**src/rtl/rtc_bus_controller.sv**
```systemverilog
// Sequences one read or write on the RTC's multiplexed 8-bit address/data bus.
// Each bus phase is stretched to T_PHASE clocks; all outputs are registered.
//
// state     | meaning
// ----------+---------------------------------------------------
// IDLE      | bus released, waiting for start
// ADDR_SET  | address driven, cs_n low, strobe high (setup)
// ADDR_STB  | wr_n low latches the address
// ADDR_HOLD | address held after the strobe
// DATA_SET  | write byte driven (setup)
// DATA_STB  | wr_n low writes the byte
// DATA_HOLD | write byte held after the strobe
// TURN      | buffer released, AD turnaround before read
// RD_STB    | rd_n low, RTC drives AD; captured on last cycle
// RD_HOLD   | rd_n high again, cs_n still low
// RELEASE   | cs_n high, bus idle
// DONE      | one-clock done pulse
module rtc_bus_controller #(
   parameter int T_PHASE = 4
) (
   input  logic       clk,
   input  logic       reset,
   input  logic       start,
   input  logic       rw,
   input  logic [7:0] addr,
   input  logic [7:0] wdata,
   output logic [7:0] rdata,
   output logic       busy,
   output logic       done,
   output logic [7:0] sig_out,
   input  logic [7:0] sig_in,
   output logic       buffer_activo,
   output logic       cs_n,
   output logic       a_d_n,
   output logic       wr_n,
   output logic       rd_n
);

   localparam int CW = $clog2(T_PHASE + 1);
   localparam logic [CW-1:0] CNT_LOAD = CW'(T_PHASE - 1);

   localparam logic [3:0] S_IDLE      = 4'd0;
   localparam logic [3:0] S_ADDR_SET  = 4'd1;
   localparam logic [3:0] S_ADDR_STB  = 4'd2;
   localparam logic [3:0] S_ADDR_HOLD = 4'd3;
   localparam logic [3:0] S_DATA_SET  = 4'd4;
   localparam logic [3:0] S_DATA_STB  = 4'd5;
   localparam logic [3:0] S_DATA_HOLD = 4'd6;
   localparam logic [3:0] S_TURN      = 4'd7;
   localparam logic [3:0] S_RD_STB    = 4'd8;
   localparam logic [3:0] S_RD_HOLD   = 4'd9;
   localparam logic [3:0] S_RELEASE   = 4'd10;
   localparam logic [3:0] S_DONE      = 4'd11;

   logic [3:0]    state, state_n;
   logic [CW-1:0] cnt, cnt_n;
   logic          rw_q;
   logic [7:0]    addr_q, wdata_q;
   logic          phase_end;
   logic [7:0]    addr_sel;
   logic          cs_n_n, a_d_n_n, wr_n_n, rd_n_n, buf_n;
   logic [7:0]    sig_out_n;

   assign phase_end = (cnt == '0);
   // ADDR_SET is entered on the same edge that latches addr, so use the live input then
   assign addr_sel  = (state == S_IDLE) ? addr : addr_q;

   always_comb begin
      state_n = state;
      case (state)
         S_IDLE:      if (start)     state_n = S_ADDR_SET;
         S_ADDR_SET:  if (phase_end) state_n = S_ADDR_STB;
         S_ADDR_STB:  if (phase_end) state_n = S_ADDR_HOLD;
         S_ADDR_HOLD: if (phase_end) state_n = rw_q ? S_TURN : S_DATA_SET;
         S_DATA_SET:  if (phase_end) state_n = S_DATA_STB;
         S_DATA_STB:  if (phase_end) state_n = S_DATA_HOLD;
         S_DATA_HOLD: if (phase_end) state_n = S_RELEASE;
         S_TURN:      if (phase_end) state_n = S_RD_STB;
         S_RD_STB:    if (phase_end) state_n = S_RD_HOLD;
         S_RD_HOLD:   if (phase_end) state_n = S_RELEASE;
         S_RELEASE:   if (phase_end) state_n = S_DONE;
         S_DONE:                     state_n = S_IDLE;
         default:                    state_n = S_IDLE;
      endcase
   end

   always_comb begin
      cnt_n = cnt;
      if (state_n == S_IDLE || state_n == S_DONE) cnt_n = '0;
      else if (state_n != state)                  cnt_n = CNT_LOAD;
      else if (!phase_end)                        cnt_n = cnt - CW'(1);
   end

   always_comb begin
      cs_n_n    = 1'b1;
      a_d_n_n   = 1'b1;
      wr_n_n    = 1'b1;
      rd_n_n    = 1'b1;
      buf_n     = 1'b0;
      sig_out_n = 8'h00;
      case (state_n)
         S_ADDR_SET, S_ADDR_STB, S_ADDR_HOLD: begin
            cs_n_n    = 1'b0;
            a_d_n_n   = 1'b0;
            buf_n     = 1'b1;
            sig_out_n = addr_sel;
            wr_n_n    = (state_n != S_ADDR_STB);
         end
         S_DATA_SET, S_DATA_STB, S_DATA_HOLD: begin
            cs_n_n    = 1'b0;
            buf_n     = 1'b1;
            sig_out_n = wdata_q;
            wr_n_n    = (state_n != S_DATA_STB);
         end
         S_TURN, S_RD_STB, S_RD_HOLD: begin
            cs_n_n    = 1'b0;
            rd_n_n    = (state_n != S_RD_STB);
         end
         default: ;
      endcase
   end

   always_ff @(posedge clk) begin
      if (reset) begin
         state         <= S_IDLE;
         cnt           <= '0;
         rw_q          <= 1'b0;
         addr_q        <= 8'h00;
         wdata_q       <= 8'h00;
         rdata         <= 8'h00;
         busy          <= 1'b0;
         done          <= 1'b0;
         sig_out       <= 8'h00;
         buffer_activo <= 1'b0;
         cs_n          <= 1'b1;
         a_d_n         <= 1'b1;
         wr_n          <= 1'b1;
         rd_n          <= 1'b1;
      end else begin
         state <= state_n;
         cnt   <= cnt_n;
         if (state == S_IDLE && start) begin
            rw_q    <= rw;
            addr_q  <= addr;
            wdata_q <= wdata;
         end
         if (state == S_RD_STB && phase_end) rdata <= sig_in;
         busy          <= (state_n != S_IDLE);
         done          <= (state_n == S_DONE);
         sig_out       <= sig_out_n;
         buffer_activo <= buf_n;
         cs_n          <= cs_n_n;
         a_d_n         <= a_d_n_n;
         wr_n          <= wr_n_n;
         rd_n          <= rd_n_n;
      end
   end

endmodule

```
**config.mk**
```make
export PLATFORM = sky130hd
export DESIGN_NAME = rtc_bus_controller
export DESIGN_NICKNAME = d
export VERILOG_FILES = /design/src/rtl/rtc_bus_controller.sv
export SDC_FILE = /design/constraint.sdc
export NUM_CORES = 1
export LEC_CHECK = 0
export CAP_MARGIN = 20
export CORE_MARGIN = 3
export CORE_UTILIZATION = 47
export CTS_CLUSTER_DIAMETER = 30
export DETAILED_ROUTE_END_ITERATION = 8
export HOLD_SLACK_MARGIN = 0.12
export PLACE_DENSITY = 0.78
export RECOVER_POWER = 50
export SYNTH_ARGS = -nofsm -noshare
export SYNTH_HDL_FRONTEND = slang
export SYNTH_SLANG_ARGS = --single-unit
```
**constraint.sdc**
```tcl
create_clock -name clk -period 5.3 [get_ports clk]
set_clock_uncertainty 0.05 [all_clocks]
set_input_delay 1.59 -clock clk [delete_from_list [all_inputs] [get_ports clk]]
set_output_delay 1.59 -clock clk [all_outputs]
set_load 0.05 [all_outputs]
```
==> summary.txt, run 1 <==
Number of synthesized flops with an enable pin: 0
RD Place Congestion: 0.751
Clock transition at the registers of the reported paths: 0.09 ns
Element type at the critical path start: input port
Endpoints failing hold: 0
CTS Root Cell: clkbuf_8
Highest net fanout along the worst path: 33
# setup viols final: 0
Vias in the first global route: 1843
Nets: 338
CTS max path bufs: 2
Synth Instances: 269
Syn nets: 299
Reg power frac: 35.6%
Met1 Resource Use GR: 23.8%
Hold-fix buffers at CTS: 0
Combinational power share: 48.9%
Fmax: 242 MHz
Mean post-synth cell area: 8.37 sq um
Critical path's top delay family: buffers and inverters
DRC viols: 0
DRT Pass-1 Iters: 4
Largest cells by area after synthesis: dfxtp_1, nand2_1, a21oi_1
Critical Path End Type: register
Rows: 24
Reg2Reg Setup Slack: 2.71 ns
Final cycle utilization of the critical path: 77.9%
#FFs+latches synth: 47
Number of vias per cell: 5.57
Cell at the slowest stage of the critical path: clkbuf_1
H-tree Lvls: 2
WHS Path Cells: 2
Area after DPL: 0.00273 sq mm
Die X: 75.2 um
Post-route ant nets: 0
Peak VDD IR: 199 uV
Antenna cells: 0
Core area: 0.00447 sq mm
Grt met2 use: 32.0%
Largest net degree at the start of global routing: 34
Final Critical Period: 4.13 ns
Post-CTS Setup Inserts: 0
Layout cell share with drive strength beyond 1: 7.47%
Crit path arrival time: 4.21 ns
P_int: 749 uW
Pre-CTS setup slack: 1.70 ns
GRT Total Usage: 19.0%
Num ports: 51
Yosys cell types: 45
Final setup margin: 1.17 ns
Sequential fraction of the synthesis area: 41.8%
Reg2reg start: cnt[0]
Synth Flop Type: dfxtp_1
Initial antenna violation count: 0
GR Util met3: 4.27%
RSZ-0062 raised after global routing: false
Sink Count: 47
Final wirelength: 5020 um
1st-iter DRT viols: 80
CTS resizes: 0
Setup TNS: 0 ns
Final core occ: 62.8%
Post-synthesis async set-or-reset flop share: 0%
Max-slew headroom: -2.55%
GRT busiest layer: met2
Cells on worst reg2reg path: 7
Leak: 0.000982 uW
Worst slew pin tran: 1.54 ns
NetSw: 579 uW
Worst Path Required: 5.38 ns
WP buf/inv: 2
Reg2reg end: sig_out[3]
Max-cap violation count: 1
Hpwl dp: 3520 um
Die Y: 75.2 um
Hold Path Class: register to register
First-pass GRT wire length: 8360 um
Clock insertion delay at the later pin of the skew report: 0.30 ns
Hold EP: rdata[5]
Worst-path cell chain: clkdlybuf4s50_1, clkbuf_1, o21bai_1, nor3_1, a211oi_1, a311oi_2
Switching share of power: 43.6%
Post-synth top area share: 41.8%
Design Area, Final: 0.00281 sq mm
Cell area after synthesis: 0.00225 sq mm
Violated checks: capacitance limit, slew limit
Routed vias: 2004
Area growth, synth to finish: 24.7%
Grt ovf: 0
Post-synth top area cell: dfxtp_1
Outcome: finished, violations left
Hold path startpoint: rdata[5]
Num CTS Buffers: 5
Pwr dens: 473 mW/mm^2
CTS tree: done
Port Buf Inserts: 50
Initial core utilization: 50.3%
Worst path max stage delay: 1.11 ns
Die area: 0.00566 sq mm
Yosys warning count: 0
Clock share of power: 15.5%
WS Path Type: input port to register
Final Max Slew Viols: 34
DR WL/cell: 13.9 um
-- cell type report --
cell class	instances	area, sq um
sequential	47	941
tap	52	65.1
inverter	5	18.8
multi-input combinational	197	1190
clock inverter	2	13.8
clock buffer	5	68.8
fill	410	1670
timing repair buffer	52	512
-- power by group through the flow --
stage,combinational (uW),sequential [uW],clock [uW]
2_1_floorplan,403,583,0
3_3_place_gp,643,479,0
3_5_place_dp,651,480,0
4_1_cts,655,472,213
5_1_grt,709,481,226
6_report,649,473,206
-- stage by stage --
step / hold WS [ns] / total power, uW / std cells
CTS: 0.408 / 1340 / 360
finish: 0.403 / 1330 / 360
global route: 0.423 / 1420 / 360
global placement: 0.391 / 1120 / 353
detailed placement: 0.397 / 1130 / 353
floorplan: 0.386 / 985 / 269
-- per-layer routing --
| layer | vias to the layer above | routed length [um] |
|---|---|---|
| li1 | 1022 | - |
| met4 | 0 | 85 |
| met3 | 8 | 234 |
| met2 | 51 | 2320 |
| met1 | 923 | 2380 |
| met5 | - | 0 |
-- synth_stat cells, types with 2 or more instances --
cell type,number
o21ai_0,4
and2_1,4
a311oi_2,8
nor2_1,16
nor2b_1,3
o21bai_1,2
nand3_1,8
a21oi_1,38
o21ai_1,2
buf_4,3
nand2_1,54
nor3_1,10
a211oi_1,10
mux2i_1,9
dfxtp_1,47
nand2b_1,4
ha_1,2
clkbuf_1,8
buf_2,7
inv_1,5
-- flip-flops by register name, indices dropped and copies added (netlist names), 3 cells and up --
register,cells
state,4
sig_out,8
cnt,3
rdata,8
wdata_q,8
addr_q,8
-- cell families (layout without fill, tap and decap cells) --
logic type               count (synthesis)  in the layout  share of synthesized area (%)
AND/OR/NAND/NOR                        110            110                           23.5
AO/OA/AOI/OAI                           75             75                           23.8
flip-flops                              47             47                           41.8
buffers and inverters                   25             64                           5.39
multiplexers                             9              9                           4.00
adder cells (fa/ha/maj)                  2              2                           1.11
XOR/XNOR                                 1              1                          0.389
-- worst max-delay path by stage --
stage	start	end	slack [ns]	cells past startpoint
3_5_place_dp	start	sig_out[3]	1.70	5
2_1_floorplan	reset	sig_out[0]	2.60	5
4_1_cts	start	sig_out[3]	1.99	5
6_report	reset	sig_out[3]	1.17	6
5_1_grt	reset	sig_out[4]	0.98	6
3_3_place_gp	start	sig_out[2]	1.73	5
-- tightest hold or removal path, cell delays in order (launching register included) --
cell and delay [ns]:
dfxtp_1 0.31, nand2_1 0.05, a21oi_1 0.05
-- layout by cell type (no fill, tap or decap), types with 3 or more instances in the layout --
master           count
nand2_1             54
dfxtp_1             47
clkdlybuf4s50_1     46
a21oi_1             38
nor2_1              16
nor3_1              10
a211oi_1            10
mux2i_1              9
nand3_1              8
a311oi_2             8
inv_1                5
clkbuf_8             5
and2_1               4
nand2b_1             4
o21ai_0              4
dlygate4sd3_1        4
nor2b_1              3
(Power assumes the default switching activity.)
==> inputs of run 2 (changes only) <==
--- a/config.mk
+++ b/config.mk
@@ -7,11 +7,11 @@
 export LEC_CHECK = 0
 export CAP_MARGIN = 20
 export CORE_MARGIN = 3
-export CORE_UTILIZATION = 47
+export CORE_UTILIZATION = 45
 export CTS_CLUSTER_DIAMETER = 30
 export DETAILED_ROUTE_END_ITERATION = 8
 export HOLD_SLACK_MARGIN = 0.12
-export PLACE_DENSITY = 0.78
+export PLACE_DENSITY = 0.79
 export RECOVER_POWER = 50
 export SYNTH_ARGS = -nofsm -noshare
 export SYNTH_HDL_FRONTEND = slang
==> constraint.sdc (replaced) <==
create_clock -name clk -period 3.7 [get_ports clk]
set_clock_uncertainty 0.05 [all_clocks]
set_input_delay 1.11 -clock clk [delete_from_list [all_inputs] [get_ports clk]]
set_output_delay 1.11 -clock clk [all_outputs]
set_load 0.05 [all_outputs]
==> run 2 against run 1 <==
The flow now finishes without violations. Register-to-register slack got worse by 1.5 ns. Largest cell class unchanged. Global-route usage shrank 1.0 points. Via count grew 0.75%. Clock-buffer cell count increased by 1.
==> summary.txt, run 2 (synthesized netlist as in run 1, its figures left out) <==
Outcome: completed
DRT Pass-1 Iters: 4 (unchanged)
Highest net fanout along the worst path: 8 (-76%)
Worst Path Required: 3.83 ns (-1.55 ns)
Largest net degree at the start of global routing: 23 (-32%)
Routed vias: 2019 (+0.75%)
Max-slew headroom: 34.6% (+37 points)
Initial core utilization: 47.0% (-3.3 points)
Reg2reg end: cs_n
Die Y: 76.7 um (+2.0%)
CTS resizes: 0 (unchanged)
NetSw: 853 uW (+47%)
Grt ovf: 0 (unchanged)
RSZ-0062 raised after global routing: false
Port Buf Inserts: 50 (unchanged)
Switching share of power: 43.6% (about the same)
Max-cap violation count: 0 (-1)
GRT Total Usage: 18.0% (-1.0 points)
Antenna cells: 0 (unchanged)
Clock share of power: 16.8% (+1.3 points)
WS Path Type: input port to register
Final Critical Period: 2.85 ns
Layout cell share with drive strength beyond 1: 8.04% (+0.57 points)
Cell at the slowest stage of the critical path: dlygate4sd3_1
Endpoints failing hold: 0 (unchanged)
Final Max Slew Viols: 0 (-100%)
Final cycle utilization of the critical path: 77.1%
Clock insertion delay at the later pin of the skew report: 0.31 ns (about the same)
Hold path startpoint: rdata[2]
Combinational power share: 48.7% (-0.2 points)
Reg power frac: 34.5% (-1.1 points)
Hold-fix buffers at CTS: 0 (unchanged)
Critical Path End Type: register
Die area: 0.00589 sq mm (+4.1%)
# setup viols final: 0 (unchanged)
Rows: 25 (+4.2%)
First-pass GRT wire length: 8640 um (+3.3%)
Leak: 0.00100 uW (+1.9%)
Worst path max stage delay: 0.60 ns (-0.51 ns)
Num ports: 51 (unchanged)
Pwr dens: 686 mW/mm^2 (+45%)
Post-CTS Setup Inserts: 0 (unchanged)
H-tree Lvls: 2 (unchanged)
Reg2reg start: cnt[0]
Cells on worst reg2reg path: 8 (+1)
Initial antenna violation count: 0 (unchanged)
P_int: 1110 uW (+48%)
Worst slew pin tran: 0.981 ns (-0.557 ns)
Num CTS Buffers: 5 (unchanged)
Element type at the critical path start: input port
Die X: 76.7 um (+2.0%)
DRC viols: 0 (unchanged)
Critical path's top delay family: buffers and inverters
Vias in the first global route: 1867 (+1.3%)
Clock transition at the registers of the reported paths: 0.09 ns (about the same)
Hold EP: rdata[2]
Post-route ant nets: 0 (unchanged)
Worst-path cell chain: dlygate4sd3_1, a32oi_1, o41a_1, clkbuf_1, a41o_1, nor3_1
Final wirelength: 5200 um (+3.6%)
Fmax: 351 MHz
Core area: 0.00479 sq mm (+7.0%)
Area growth, synth to finish: 26.8%
Sink Count: 47 (unchanged)
DR WL/cell: 13.8 um (-1.3%)
WHS Path Cells: 2 (unchanged)
RD Place Congestion: 0.861 (+15%)
Hold Path Class: register to register
Setup TNS: 0 ns (unchanged)
Final core occ: 59.6% (-3.1 points)
Reg2Reg Setup Slack: 1.19 ns (-1.52 ns)
Peak VDD IR: 364 uV (+83%)
Commonest cells after routing, fill and taps aside: nand2_1, dfxtp_1, clkdlybuf4s50_1
CTS max path bufs: 2 (unchanged)
1st-iter DRT viols: 146 (+83%)
Crit path arrival time: 2.99 ns (-1.22 ns)
Most common cell after layout, fill and taps aside: nand2_1
Nets: 340 (+0.59%)
WP buf/inv: 2 (unchanged)
Hpwl dp: 3600 um (+2.2%)
Number of vias per cell: 5.34 (-4.0%)
CTS Root Cell: clkbuf_8
CTS tree: done
==> run 2: cell count changes in the layout (fill, tap and decap cells not counted), sizes merged <==
cell and change:
clkinvlp +1, buf +1, clkinv -1, clkdlybuf4s50 -2
clkbuf +2, dlygate4sd3 +2
==> run 2: worst max-delay path by stage <==
stage | from | slack (ns) | depth (start not counted) | to
after floorplan | reset | 1.48 | 5 | sig_out[0]
after global placement | reset | 0.68 | 4 | sig_out[1]
after detailed placement | reset | 0.65 | 4 | sig_out[7]
after CTS | reset | 0.96 | 4 | sig_out[6]
after global routing | start | 0.72 | 6 | cnt[2]
final | start | 0.85 | 6 | cnt[2]
==> run 2: stage by stage <==
step	setup slack (ns)	hold slack [ns]	cells	instance area [sq um]	total power [uW]
6_report	0.848	0.407	378	2850	1960
5_1_grt	0.719	0.431	378	2850	2080
4_1_cts	0.955	0.409	378	2860	1970
3_5_place_dp	0.648	0.397	370	2760	1640
3_3_place_gp	0.680	0.392	370	2760	1630
2_1_floorplan	1.48	0.386	269	2250	1410
==> run 2: area by class of cell <==
class                      instances  area, sq um
clock buffer                       6         82.6
clock inverter                     2         16.3
fill                             460         1930
inverter                           5         18.8
multi-input combinational        197         1190
sequential                        47          941
tap                               67         83.8
timing repair buffer              54          523
==> run 2: routing by layer <==
metal	up-vias	track usage (%)	wire length (um)
li1	1037	-	-
met1	916	22.4	2320
met2	59	30.6	2540
met3	7	3.40	263
met4	0	7.07	78
met5	-	0	0
==> run 2: worst register-to-register path, cell delays in order, from the launching register on <==
cell and delay, ns:
dfxtp_1 0.33, inv_1 0.09, ha_1 0.28, and2b_2 0.23
nor2_1 0.05, o41a_1 0.52, clkbuf_1 0.25, a41o_1 0.35
a221o_1 0.27
==> run 2: power groups by stage <==
stage          Clock, uW  Combinational [uW]  Sequential, uW
2_1_floorplan          0                 577             835
3_3_place_gp           0                 943             686
3_5_place_dp           0                 957             685
4_1_cts              336                 963             676
5_1_grt              360                1030             690
6_report             330                 954             676
==> inputs of run 3 (changes only) <==
--- a/config.mk
+++ b/config.mk
@@ -7,11 +7,11 @@
 export LEC_CHECK = 0
 export CAP_MARGIN = 20
 export CORE_MARGIN = 3
-export CORE_UTILIZATION = 45
+export CORE_UTILIZATION = 47
 export CTS_CLUSTER_DIAMETER = 30
 export DETAILED_ROUTE_END_ITERATION = 8
 export HOLD_SLACK_MARGIN = 0.12
-export PLACE_DENSITY = 0.79
+export PLACE_DENSITY = 0.78
 export RECOVER_POWER = 50
 export SYNTH_ARGS = -nofsm -noshare
 export SYNTH_HDL_FRONTEND = slang
==> constraint.sdc (replaced) <==
create_clock -name clk -period 2.8 [get_ports clk]
set_clock_uncertainty 0.05 [all_clocks]
set_input_delay 0.84 -clock clk [delete_from_list [all_inputs] [get_ports clk]]
set_output_delay 0.84 -clock clk [all_outputs]
set_load 0.05 [all_outputs]
==> run 3 against run 2 <==
Die area fell by 3.9%. Core utilization up 4.1 points. Combinational power increased by 31%. First-iteration DRC count shrank 30%. Global-route usage increased by 0.56 points. Wire length shrank 4.3%. Register-to-register slack worse by 0.78 ns. Sequential share of layout area barely moved. Clock power grew 29%. Largest cell class unchanged.
==> summary.txt, run 3 (synthesized netlist as in run 1, its figures left out) <==
Element type at the critical path start: register
Peak VDD IR: 437 uV (+20%)
Number of fill cells: 395 (-14%)
First-pass GRT wire length: 8090 um (-6.4%)
Fmax: 418 MHz
Met2 routed WL: 2350 um (-7.5%)
GRT Total Usage: 18.6% (+0.56 points)
Commonest cells after routing, fill and taps aside: nand2_1, dfxtp_1, clkdlybuf4s50_1
Crit path arrival time: 2.57 ns (-0.42 ns)
Cell at the slowest stage of the critical path: and2_0
# setup viols final: 0 (unchanged)
Area growth, synth to finish: 26.6%
Area after DPL: 0.00277 sq mm (+0.14%)
Worst setup path endpoint: rw_q
Max-cap violation count: 0 (unchanged)
Final cycle utilization of the critical path: 85.4%
WS Path Type: register to register
Design Area, Final: 0.00285 sq mm (-0.13%)
Antenna cells: 0 (unchanged)
Initial core utilization: 50.3% (+3.3 points)
Number of vias per cell: 5.53 (+3.6%)
DR top layer: met4
Core area: 0.00447 sq mm (-6.5%)
Die Y: 75.2 um (-2.0%)
CTS Root Cell: clkbuf_8
Grt ovf: 0 (unchanged)
Clock insertion delay at the later pin of the skew report: 0.30 ns (about the same)
Crit path from: state[1]
Port Buf Inserts: 50 (unchanged)
Worst slew pin tran: 0.854 ns (-0.127 ns)
Reg2reg end: rw_q
WL met1: 2220 um (-4.6%)
Final Critical Period: 2.39 ns
Worst path max stage delay: 0.74 ns (+0.14 ns)
Initial antenna violation count: 0 (unchanged)
Endpoints failing hold: 0 (unchanged)
Num ports: 51 (unchanged)
DRT Pass-1 Iters: 4 (unchanged)
Final Max Slew Viols: 0 (unchanged)
Largest net degree at the start of global routing: 20 (-13%)
Hpwl dp: 3650 um (+1.3%)
WHS Path Cells: 2 (unchanged)
Cells on worst reg2reg path: 5 (-3)
Setup TNS: 0 ns (unchanged)
H-tree Lvls: 2 (unchanged)
Num CTS Buffers: 5 (unchanged)
Most common cell after layout, fill and taps aside: nand2_1
1st-iter DRT viols: 102 (-30%)
Pwr dens: 903 mW/mm^2 (+32%)
CTS max path bufs: 2 (unchanged)
RSZ-0062 raised after global routing: false
Pre-CTS setup slack: 0.224 ns (-0.424 ns)
RD Place Congestion: 0.806 (-6.4%)
Die area: 0.00566 sq mm (-3.9%)
Layout cell share with drive strength beyond 1: 8.28% (+0.24 points)
Critical Path End Type: register
Rows: 24 (-4.0%)
Worst Path Required: 2.98 ns (-0.85 ns)
Final setup margin: 0.408 ns (-0.440 ns)
Hold Path Class: register to register
Vias in the first global route: 1861 (-0.32%)
Reg2Reg Setup Slack: 0.41 ns (-0.78 ns)
DRC viols: 0 (unchanged)
Outcome: completed
Worst-path cell chain: nor4_2, clkbuf_2, and2_0, nand2_1, a21oi_1
Routed vias: 2025 (+0.30%)
Final wirelength: 4980 um (-4.3%)
CTS resizes: 0 (unchanged)
DR WL/cell: 13.6 um (-1.1%)
CTS tree: done
Sink Count: 47 (unchanged)
Clock transition at the registers of the reported paths: 0.09 ns (about the same)
Post-route ant nets: 0 (unchanged)
Die X: 75.2 um (-2.0%)
Hold-fix buffers at CTS: 0 (unchanged)
WL met3: 318 um (+21%)
Post-CTS Setup Inserts: 0 (unchanged)
Highest net fanout along the worst path: 17 (+9)
Reg2reg start: state[1]
Nets: 343 (+0.88%)
Max-slew headroom: 43.0% (+8.4 points)
Leak: 0.00101 uW (+0.99%)
## run 3: changes by cell type in the layout (fill, tap and decap cells not counted), sizes merged
cell,before,now
clkdlybuf4s50,44,47
dlygate4sd3,6,3
clkbuf,8,10
buf,2,4
clkinvlp,1,0
## run 3: critical path: cells and delay by family, from the launching register on
family	cells	cell delay [ns]
flip-flops	1	0.45
buffers and inverters	1	0.39
AO/OA/AOI/OAI	1	0.15
AND/OR/NAND/NOR	3	1.27
## run 3: how the worst min path moves through the flow
stage	startpoint	to
after floorplan	addr_q[0]	addr_q[0]
after global placement	addr_q[0]	addr_q[0]
after detailed placement	addr_q[0]	addr_q[0]
after CTS	addr_q[0]	addr_q[0]
after global routing	addr_q[0]	addr_q[0]
final	rdata[7]	rdata[7]
## run 3: where the power goes
group	leakage [uW]	switching [uW]	internal, uW
logic	0.000577	781	473
clock network	0.0000484	224	202
registers	0.000384	93.3	800
## run 3: layout make-up
type	instances	area, sq um	share of cell area, %
clock buffers	7	86.3	3.03
clock inverters	1	8.76	0.307
inverters	5	18.8	0.658
multi-input cells	197	1190	41.7
flip-flops and latches	47	941	33.0
well taps	52	65.1	2.28
repair buffers	57	543	19.1
## run 3: layer usage
metal  GRT usage [%]  vias up
met4            8.93        0
met3            4.27       10
met1            22.9      924
li1                -     1033
met5               0        -
met2            30.6       58
## run 3: per-stage QoR
| step | total power (uW) | std cells | hold WS (ns) | util, % |
|---|---|---|---|---|
| 2_1_floorplan | 1870 | 269 | 0.386 | - |
| 3_3_place_gp | 2160 | 358 | 0.391 | 61.8 |
| 3_5_place_dp | 2180 | 358 | 0.396 | 61.8 |
| 4_1_cts | 2610 | 366 | 0.408 | 64.0 |
| 5_1_grt | 2750 | 366 | 0.420 | 63.7 |
| 6_report | 2570 | 366 | 0.405 | 63.7 |
